File: config.mk
export PLATFORM = sky130hd
export DESIGN_NAME = mix_columns_seq
export DESIGN_NICKNAME = d
export VERILOG_FILES = /design/src/rtl/mix_columns_seq.sv
export SDC_FILE = /design/constraint.sdc
export NUM_CORES = 1
export LEC_CHECK = 0
export CAP_MARGIN = 20
export CORE_AREA = 8 8 159 161
export CTS_BUF_LIST = sky130_fd_sc_hd__clkbuf_8
export DETAILED_ROUTE_END_ITERATION = 8
export DIE_AREA = 0 0 167 169
export PLACE_DENSITY = 0.85
export SYNTH_ARGS = -nofsm -noshare
export SYNTH_HDL_FRONTEND = slang
export SYNTH_SLANG_ARGS = --single-unit
File: constraint.sdc
create_clock -name clk -period 3.4 [get_ports clk]
set_input_delay 0.51 -clock clk [delete_from_list [all_inputs] [get_ports clk]]
set_output_delay 0.51 -clock clk [all_outputs]
set_load 0.005 [all_outputs]
File: src/rtl/mix_columns_seq.sv
// Iterative AES MixColumns: COLS_PER_CYCLE columns per clock over a shared GF(2^8) datapath.
// Optional macro AES_MC_BYPASS_EN adds bypass_in to pass columns through unchanged (final round).
module mix_columns_seq #(
    parameter int COLS_PER_CYCLE = 1
) (
    input  logic         clk,
    input  logic         rst_n,
    input  logic         in_valid,
    output logic         in_ready,
    input  logic [127:0] state_in,
`ifdef AES_MC_BYPASS_EN
    input  logic         bypass_in,
`endif
    output logic         out_valid,
    input  logic         out_ready,
    output logic [127:0] state_out,
    output logic         busy
);

    // state | meaning
    // IDLE  | waiting for a state, in_ready high
    // CALC  | computing COLS_PER_CYCLE columns per edge
    // DONE  | result held, out_valid high until out_ready

    generate
        if (COLS_PER_CYCLE != 1 && COLS_PER_CYCLE != 2 && COLS_PER_CYCLE != 4) begin : g_bad_cols
            $error("mix_columns_seq: COLS_PER_CYCLE must be 1, 2 or 4");
        end
    endgenerate

    localparam int         NCYC     = 4 / COLS_PER_CYCLE;
    localparam logic [1:0] STEP     = 2'(COLS_PER_CYCLE % 4);
    localparam logic [1:0] LAST_COL = 2'(COLS_PER_CYCLE * (NCYC - 1));

    typedef enum logic [1:0] {
        IDLE = 2'd0,
        CALC = 2'd1,
        DONE = 2'd2
    } state_t;

    state_t        state;
    state_t        state_nxt;
    logic [127:0]  data_q;
    logic [127:0]  result_q;
    logic [1:0]    col_cnt;
    logic          accept;
    logic          last_step;
    logic [1:0]    col_idx [COLS_PER_CYCLE];
    logic [31:0]   col_src [COLS_PER_CYCLE];
    logic [31:0]   col_res [COLS_PER_CYCLE];
`ifdef AES_MC_BYPASS_EN
    logic          bypass_q;
`endif

    function automatic logic [7:0] xtime(input logic [7:0] x);
        return {x[6:0], 1'b0} ^ (x[7] ? 8'h1b : 8'h00);
    endfunction

    function automatic logic [31:0] mix_col(input logic [31:0] col);
        logic [7:0] a0, a1, a2, a3;
        logic [7:0] r0, r1, r2, r3;
        a0 = col[31:24];
        a1 = col[23:16];
        a2 = col[15:8];
        a3 = col[7:0];
        r0 = xtime(a0) ^ xtime(a1) ^ a1 ^ a2 ^ a3;
        r1 = a0 ^ xtime(a1) ^ xtime(a2) ^ a2 ^ a3;
        r2 = a0 ^ a1 ^ xtime(a2) ^ xtime(a3) ^ a3;
        r3 = xtime(a0) ^ a0 ^ a1 ^ a2 ^ xtime(a3);
        return {r0, r1, r2, r3};
    endfunction

    assign accept    = in_valid && in_ready;
    assign last_step = (col_cnt == LAST_COL);
    assign state_out = result_q;

    always_ff @(posedge clk or negedge rst_n) begin
        if (!rst_n) begin
            state <= IDLE;
        end else begin
            state <= state_nxt;
        end
    end

    always_comb begin
        state_nxt = state;
        case (state)
            IDLE:    if (in_valid)  state_nxt = CALC;
            CALC:    if (last_step) state_nxt = DONE;
            DONE:    if (out_ready) state_nxt = IDLE;
            default: state_nxt = IDLE;
        endcase
    end

    always_comb begin
        in_ready  = (state == IDLE);
        out_valid = (state == DONE);
        busy      = (state == CALC) || (state == DONE);
    end

    // Column c lives at bits [127-32c -: 32]; row 0 is the top byte.
    always_comb begin
        for (int j = 0; j < COLS_PER_CYCLE; j++) begin
            col_idx[j] = col_cnt + 2'(j);
            col_src[j] = data_q[32*(3 - int'(col_idx[j])) +: 32];
`ifdef AES_MC_BYPASS_EN
            col_res[j] = bypass_q ? col_src[j] : mix_col(col_src[j]);
`else
            col_res[j] = mix_col(col_src[j]);
`endif
        end
    end

    always_ff @(posedge clk or negedge rst_n) begin
        if (!rst_n) begin
            data_q   <= 128'h0;
            result_q <= 128'h0;
            col_cnt  <= 2'd0;
`ifdef AES_MC_BYPASS_EN
            bypass_q <= 1'b0;
`endif
        end else if (accept) begin
            data_q  <= state_in;
            col_cnt <= 2'd0;
`ifdef AES_MC_BYPASS_EN
            bypass_q <= bypass_in;
`endif
        end else if (state == CALC) begin
            for (int j = 0; j < COLS_PER_CYCLE; j++) begin
                result_q[32*(3 - int'(col_idx[j])) +: 32] <= col_res[j];
            end
            col_cnt <= col_cnt + STEP;
        end
    end

endmodule

==> flow_metrics.py, run 1 <==
metrics = {
    "grt": {
        "grt_util_all_layers_pct": 23.2,
        "grtUsageMet3_pct": 7.64,
        "gr-total-overflow": 0,
        "grt_pass1_wl_mm": 50.9,
        "met2_usage_pct": 35.7,
        "grt-busiest-layer": "met2",
        "grt_pass1_vias": 8413,
        "globalRouteMet1Util_pct": 30.6,
        "antenna_found_initial": 4,
        "grt_max_degree": 91,
    },
    "floorplanning": {
        "start_util_pct": 50.8,
        "num_io_pins": 263,
        "rows": 56,
        "die_area_um2": 28200,
        "die_width_um": 167,
        "die_h_um": 169,
        "core_um2": 22900,
    },
    "sta": {
        "final.setup.worst_slack_ns": 0.427,
        "min_period_over_period_pct": 87.4,
        "relSlewSlack_pct": 51.7,
        "rsz0062_at_grt": "no",
        "setup_viol": 0,
        "hold_viol": 18,
        "period_needed_ns": 2.97,
        "whs_ns": -0.0348,
        "tightest_slew_ns": 0.725,
        "report.final.slew_viol_count": 0,
        "finalClockSkew_ns": 0.0264,
        "fmax_ghz": 0.336,
        "tns_ns": 0,
    },
    "cts": {
        "cts_resized": 0,
        "cts_tree": "built",
        "clk_latency_ns": 0.54,
        "ctsHoldBuffers": 0,
        "clockBufferDepth": 3,
        "cts_setup_buffers": 0,
        "cts.htree.levels": 2,
        "cts-root-buf": "clkbuf_8",
        "clock-sinks": 260,
        "cts.clk_slew.worst_paths_ns": 0.06,
        "cts_buffers": 42,
    },
    "worst_setup_path": {
        "crit_family": "XOR/XNOR gates",
        "cp_cell_sequence": "buf_4, mux4_2, xor2_1, xnor3_1, a22o_1",
        "critPathLaunchType": "flop",
        "r2r_end": "state_out[61]",
        "critical_path.endpoint_type": "flop",
        "cp_slowest_cell": "dfrtp_2",
        "arrival_ns": 3.39,
        "worst-path-buf-inv": 1,
        "r2r_cells": 5,
        "critPathMaxStageDelay_ns": 0.69,
        "r2r-start": "col_cnt[0]",
        "startpoint": "col_cnt[0]",
        "crit_fanout": 16,
        "worstPathRequired_ns": 3.81,
        "worst-setup-path-type": "reg -> reg",
        "rrSetupSlack_ns": 0.43,
    },
    "synth": {
        "synth_seq_cells": 260,
        "netlist_area_um2": 11600,
        "synth_area_per_cell_um2": 16.3,
        "synth.distinct_cells": 28,
        "ys_seq_area_share_pct": 55.9,
        "ys_warn_count": 0,
        "syn_nets": 856,
        "synthCells": 716,
    },
    "placed_design": {
        "dp.final_hpwl_mm": 23.7,
        "io_buffers": 262,
        "place.gp.congestion": 0.844,
        "place_ws_ns": 0.409,
    },
    "final_layout": {
        "fillCellCount": 1575,
        "areaGrowthSynthToFinish_pct": 32.6,
        "drive_above_1_share_pct": 24.5,
        "num_antenna_cells": 0,
        "final_net_count": 1136,
        "mostFrequentLayoutCell": "clkdlybuf4s50_1",
        "final_cell_mix": "clkdlybuf4s50_1, dfrtp_1, mux2_2, a22o_1, clkbuf_8",
    },
    "status": {
        "status": "finished with violations",
        "violations": "hold timing",
    },
    "route": {
        "via_per_inst": 5.82,
        "wire_per_inst_um": 24.7,
        "drt-pass1-iter-count": 7,
        "postRouteWirelength_mm": 32.5,
        "drc": 0,
        "drtIter0Drc": 567,
        "vias": 7665,
        "ant_nets": 0,
    },
    "flow_run": {
        "cap_violations": 0,
    },
    "hold_path": {
        "hold_path_class": "in -> async",
    },
}
through the flow:
| stage | utilization [%] | instances | cell area (um2) |
|---|---|---|---|
| detailed placement | 63.9 | 1242 | 14600 |
| finish | 67.3 | 1316 | 15400 |
| global route | 67.3 | 1316 | 15400 |
| CTS | 67.3 | 1316 | 15400 |
| floorplan | - | 716 | 11600 |
| global placement | 63.9 | 1242 | 14600 |
state kept, by name (all words and copies together), names as in the netlist:
name       cells
col_cnt        2
state_out    128
data_q       128
state          2
cells by family after synthesis:
kind of cell / Yosys count / share of synthesized area (%)
and+or+nand+nor: 16 / 0.613
DFF: 260 / 55.9
muxes: 161 / 18.8
buffers and inverters: 60 / 2.37
AOI/OAI and AO/OA: 133 / 9.76
adders and majority gates: 8 / 0.860
xor gates and xnor gates: 78 / 11.7
layer usage:
metal | vias to the layer above | routed length, um
met5 | - | 50
met4 | 8 | 916
met3 | 82 | 3070
met2 | 392 | 15000
met1 | 3929 | 13500
li1 | 3254 | -
worst register-to-register path: stages, from the launching register on:
cell and delay (ns):
dfrtp_2 0.69, buf_4 0.30, mux4_2 0.64, xor2_1 0.39, xnor3_1 0.59, a22o_1 0.25
Yosys cell counts:
| cell | number | area, um2 |
|---|---|---|
| o21ai_0 | 6 | 30.0 |
| nor3_1 | 1 | 5.00 |
| xnor3_1 | 35 | 788 |
| mux4_1 | 3 | 78.8 |
| dfrtp_1 | 260 | 6510 |
| buf_8 | 1 | 15.0 |
| buf_12 | 1 | 20.0 |
| nor4b_1 | 1 | 8.76 |
| buf_1 | 1 | 3.75 |
| clkbuf_1 | 38 | 143 |
| a21oi_1 | 2 | 10.0 |
| xnor2_2 | 6 | 97.6 |
| a222oi_1 | 1 | 10.0 |
| buf_2 | 6 | 30.0 |
| nand2_1 | 12 | 45.0 |
| xor2_1 | 12 | 105 |
| xnor2_4 | 1 | 27.5 |
| buf_6 | 2 | 22.5 |
| nor4_1 | 2 | 12.5 |
| xor3_1 | 8 | 190 |
| ha_1 | 8 | 100 |
| xnor2_1 | 14 | 123 |
| mux2_2 | 128 | 1440 |
| xor2_2 | 2 | 32.5 |
| inv_1 | 11 | 41.3 |
| a22o_1 | 124 | 1090 |
| mux4_2 | 29 | 653 |
| mux2i_1 | 1 | 10.0 |
worst max path at each step:
stage | endpoint | slack (ns) | cells past startpoint
after CTS | state_out[61] | 0.36 | 5
final | state_out[61] | 0.43 | 5
after detailed placement | state_out[61] | 0.41 | 5
after global placement | state_out[93] | 0.43 | 5
after floorplan | state_out[125] | 1.03 | 6
after global routing | state_out[29] | 0.27 | 5
cell type report:
type                       count  area, um2  area share [%]
clock buffer                  49        674            4.37
clock inverter                25        104           0.673
timing repair buffer         285       2850            18.5
sequential                   260       6510            42.2
tap                          290        363            2.35
inverter                      11       41.3           0.268
multi-input combinational    396       4890            31.7
Power of run 1 is not shown: default switching activity piles up to over one toggle a cycle in this logic, so the estimate is an artifact.
==> run 2: changes to the inputs <==
Settings changed: CORE_AREA 8 8 159 161 to 2 2 153 155, CTS_BUF_LIST sky130_fd_sc_hd__clkbuf_8 to sky130_fd_sc_hd__clkbuf_4 sky130_fd_sc_hd__clkbuf_8, DIE_AREA 0 0 167 169 to 0 0 155 157.
==> flow_metrics.py, run 2 (synthesis results as in run 1) <==
metrics = {
    "final_layout": {
        "stdcell_area_um2": 15600,
        "areaGrowthSynthToFinish_pct": 34.2,
        "final_net_count": 1139,
        "drive_above_1_share_pct": 26.6,
        "mostFrequentLayoutCell": "clkdlybuf4s50_1",
        "final_cell_mix": "clkdlybuf4s50_1, dfrtp_1, mux2_2, a22o_1, clkbuf_8",
        "final_cells": 1315,
        "num_antenna_cells": 0,
    },
    "worst_setup_path": {
        "r2r-start": "col_cnt[0]",
        "critPathLaunchType": "flop",
        "worst-path-buf-inv": 1,
        "r2r_cells": 5,
        "cp_slowest_cell": "dfrtp_2",
        "worstPathRequired_ns": 3.82,
        "cp.depth": 5,
        "startpoint": "col_cnt[0]",
        "critPathMaxStageDelay_ns": 0.65,
        "crit_end": "state_out[102]",
        "r2r_end": "state_out[102]",
        "worst-setup-path-type": "reg -> reg",
        "cp_cell_sequence": "buf_4, mux4_2, xor2_2, xnor3_1, a22o_1",
        "arrival_ns": 3.30,
        "rrSetupSlack_ns": 0.52,
        "crit_family": "XOR/XNOR gates",
        "crit_fanout": 14,
        "critical_path.endpoint_type": "flop",
    },
    "cts": {
        "cts_resized": 0,
        "ctsHoldBuffers": 0,
        "cts.clk_slew.worst_paths_ns": 0.06,
        "clock-sinks": 260,
        "cts_setup_buffers": 0,
        "cts.htree.levels": 2,
        "clockBufferDepth": 3,
        "clk_latency_ns": 0.54,
        "cts_buffers": 43,
        "cts_tree": "built",
        "cts-root-buf": "clkbuf_8",
    },
    "sta": {
        "report.final.slew_viol_count": 0,
        "finalClockSkew_ns": 0.0176,
        "rsz0062_at_grt": "no",
        "tightest_slew_ns": 0.821,
        "whs_ns": 0.00472,
        "hold_viol": 0,
        "setup_viol": 0,
        "fmax_ghz": 0.348,
        "tns_ns": 0,
        "min_period_over_period_pct": 84.6,
        "period_needed_ns": 2.88,
        "relSlewSlack_pct": 45.3,
    },
    "grt": {
        "grt_util_all_layers_pct": 25.7,
        "grt_pass1_wl_mm": 47.3,
        "grt_max_degree": 107,
        "grt_pass1_vias": 7958,
        "gr-total-overflow": 0,
        "antenna_found_initial": 0,
    },
    "route": {
        "drt-pass1-iter-count": 4,
        "drc": 0,
        "vias": 7580,
        "postRouteWirelength_mm": 30.5,
        "ant_nets": 0,
        "drtIter0Drc": 443,
        "wire_per_inst_um": 23.2,
        "via_per_inst": 5.76,
    },
    "status": {
        "status": "finished, final reports clean",
    },
    "placed_design": {
        "placed_area_um2": 14700,
        "dp.final_hpwl_mm": 22.1,
        "io_buffers": 262,
        "dp_cells": 1239,
        "place.gp.congestion": 0.805,
    },
    "floorplanning": {
        "start_util_pct": 51.7,
        "die_area_um2": 24300,
        "core_um2": 22500,
        "die_width_um": 155,
        "die_h_um": 157,
        "num_io_pins": 263,
        "rows": 55,
    },
    "hold_path": {
        "hold_path_class": "in -> async",
    },
    "flow_run": {
        "cap_violations": 0,
    },
}
-- run 2: worst min-delay path by stage --
stage,from,endpoint,slack (ns),cells past startpoint
final,rst_n,state_out[21],0.005,1
after CTS,rst_n,state_out[111],0.03,1
after global placement,data_q[3],data_q[3],0.48,1
after floorplan,rst_n,col_cnt[0],0.21,0
after global routing,rst_n,state_out[21],0.06,1
after detailed placement,data_q[79],data_q[79],0.49,1
-- run 2: layout make-up --
class | count | area, um2
clock inverters | 8 | 97.6
flip-flops and latches | 260 | 6510
inverters | 11 | 41.3
multi-input cells | 396 | 4890
well taps | 285 | 357
fillers | 1530 | 6880
repair buffers | 287 | 2880
clock buffers | 68 | 855
-- run 2: per-stage QoR --
step / utilization [%] / worst slack, ns
global placement: 65.2 / 0.529
global route: 69.4 / 0.349
detailed placement: 65.2 / 0.499
CTS: 69.4 / 0.470
finish: 69.4 / 0.525
floorplan: - / 1.03
-- run 2: metal layers --
metal / vias to the layer above / GRT usage (%) / share of wire, %
met2: 407 / 40.6 / 47
met1: 3844 / 36.1 / 42
met5: - / 0 / 0
met3: 60 / 5.62 / 7.8
met4: 0 / 8.07 / 2.5
li1: 3269 / - / -
Power of run 2 is left out for the same reason.
==> run 3: changes to the inputs <==
Clock period 3.4 ns to 2.8 ns, I/O delays scaled along.
==> flow_metrics.py, run 3 (synthesis results as in run 1) <==
metrics = {
    "sta": {
        "rsz0062_at_grt": "no",
        "period_needed_ns": 2.68,
        "whs_ns": 0.443,
        "finalClockSkew_ns": 0.0295,
        "hold_viol": 0,
        "report.final.slew_viol_count": 0,
        "fmax_ghz": 0.374,
        "relSlewSlack_pct": 62.2,
        "tightest_slew_ns": 0.564,
        "min_period_over_period_pct": 95.6,
        "tns_ns": 0,
        "setup_viol": 0,
    },
    "grt": {
        "antenna_found_initial": 0,
        "grt_util_all_layers_pct": 25.8,
        "grt_max_degree": 80,
        "grt_pass1_wl_mm": 47.4,
        "grt_pass1_vias": 8006,
        "gr-total-overflow": 0,
    },
    "floorplanning": {
        "core_um2": 22500,
        "die_h_um": 157,
        "die_width_um": 155,
        "die_area_um2": 24300,
        "rows": 55,
        "start_util_pct": 51.7,
        "num_io_pins": 263,
    },
    "route": {
        "drtIter0Drc": 444,
        "drc": 0,
        "ant_nets": 0,
        "vias": 7581,
        "wire_per_inst_um": 23.5,
        "drt-pass1-iter-count": 5,
        "via_per_inst": 5.73,
        "postRouteWirelength_mm": 31.1,
    },
    "placed_design": {
        "dp.final_hpwl_mm": 22.7,
        "dp_cells": 1245,
        "io_buffers": 262,
        "place.gp.congestion": 0.885,
    },
    "cts": {
        "clk_latency_ns": 0.54,
        "cts_tree": "built",
        "cts_resized": 0,
        "clock-sinks": 260,
        "cts-root-buf": "clkbuf_8",
        "cts.clk_slew.worst_paths_ns": 0.06,
        "cts.htree.levels": 2,
        "cts_buffers": 42,
        "clockBufferDepth": 3,
    },
    "worst_setup_path": {
        "crit_fanout": 8,
        "worst-path-buf-inv": 0,
        "startpoint": "col_cnt[0]",
        "r2r-start": "col_cnt[0]",
        "crit_family": "XOR/XNOR gates",
        "critPathLaunchType": "flop",
        "worst-setup-path-type": "reg -> reg",
        "worstPathRequired_ns": 3.22,
        "critPathMaxStageDelay_ns": 0.72,
        "cp_slowest_cell": "mux4_1",
        "cp_cell_sequence": "mux4_1, xor2_1, xnor3_1, a22o_1",
        "critical_path.endpoint_type": "flop",
        "arrival_ns": 3.10,
    },
    "final_layout": {
        "regArea_um2": 6510,
        "finish.utilization_pct": 69.9,
        "drive_above_1_share_pct": 27.1,
        "fillCellCount": 1511,
        "multi_input_comb_area_um2": 4890,
        "mostFrequentLayoutCell": "clkdlybuf4s50_1",
        "final_cells": 1323,
        "areaGrowthSynthToFinish_pct": 35.1,
        "num_antenna_cells": 0,
        "final_net_count": 1145,
        "final_cell_mix": "clkdlybuf4s50_1, dfrtp_1, mux2_2, a22o_1, clkbuf_8",
    },
    "status": {
        "status": "finished, final reports clean",
    },
    "flow_run": {
        "cap_violations": 0,
    },
    "hold_path": {
        "hold_path_class": "in -> async",
    },
}
## run 3: cell types whose count changed in the layout (fill, tap and decap cells not counted)
cell	previous run	this run
buf_12	5	11
bufinv_16	2	0
clkbuf_4	13	15
clkbuf_8	55	57
clkinv_2	3	5
clkinvlp_4	3	0
dlygate4sd3_1	0	1
## run 3: final cells by class
type / instances / share of cell area, %
well taps: 285 / 2.27
inverters: 11 / 0.263
repair buffers: 294 / 19.1
multi-input cells: 396 / 31.1
flip-flops and latches: 260 / 41.4
clock buffers: 72 / 5.71
clock inverters: 5 / 0.159
## run 3: worst paths after layout
check                           slack [ns]  depth (start not counted)            end
worst min-delay path                  0.44                          2  state_out[21]
worst max register to register        0.12                          4  state_out[29]
worst min register to register        0.50                          1     data_q[67]
worst max-delay path                  0.12                          4  state_out[29]
min in group clk                      0.50                          1     data_q[67]
max in group asynchronous             1.52                          3  state_out[22]
## run 3: timing repair
item	4_1_cts	5_1_grt
hold buffers	1	0
endpoints found under the hold margin	62	0
setup buffers	0	0
setup endpoints to repair	0	0
## run 3: layer usage
metal / global-route usage (%) / vias up / share of wire (%)
met1: 35.3 / 3880 / 42
li1: - / 3289 / -
met3: 5.73 / 44 / 7.2
met5: 0 / - / 0
met4: 6.31 / 0 / 1.7
met2: 42.5 / 368 / 49
## run 3: stage by stage
| step | setup WS (ns) | instance area, um2 |
|---|---|---|
| after floorplan | 0.434 | 11600 |
| after global placement | 0.157 | 14800 |
| after detailed placement | 0.0988 | 14800 |
| after CTS | 0.102 | 15700 |
| after global routing | 0.0326 | 15700 |
| final | 0.124 | 15700 |
Power of run 3 is left out for the same reason.
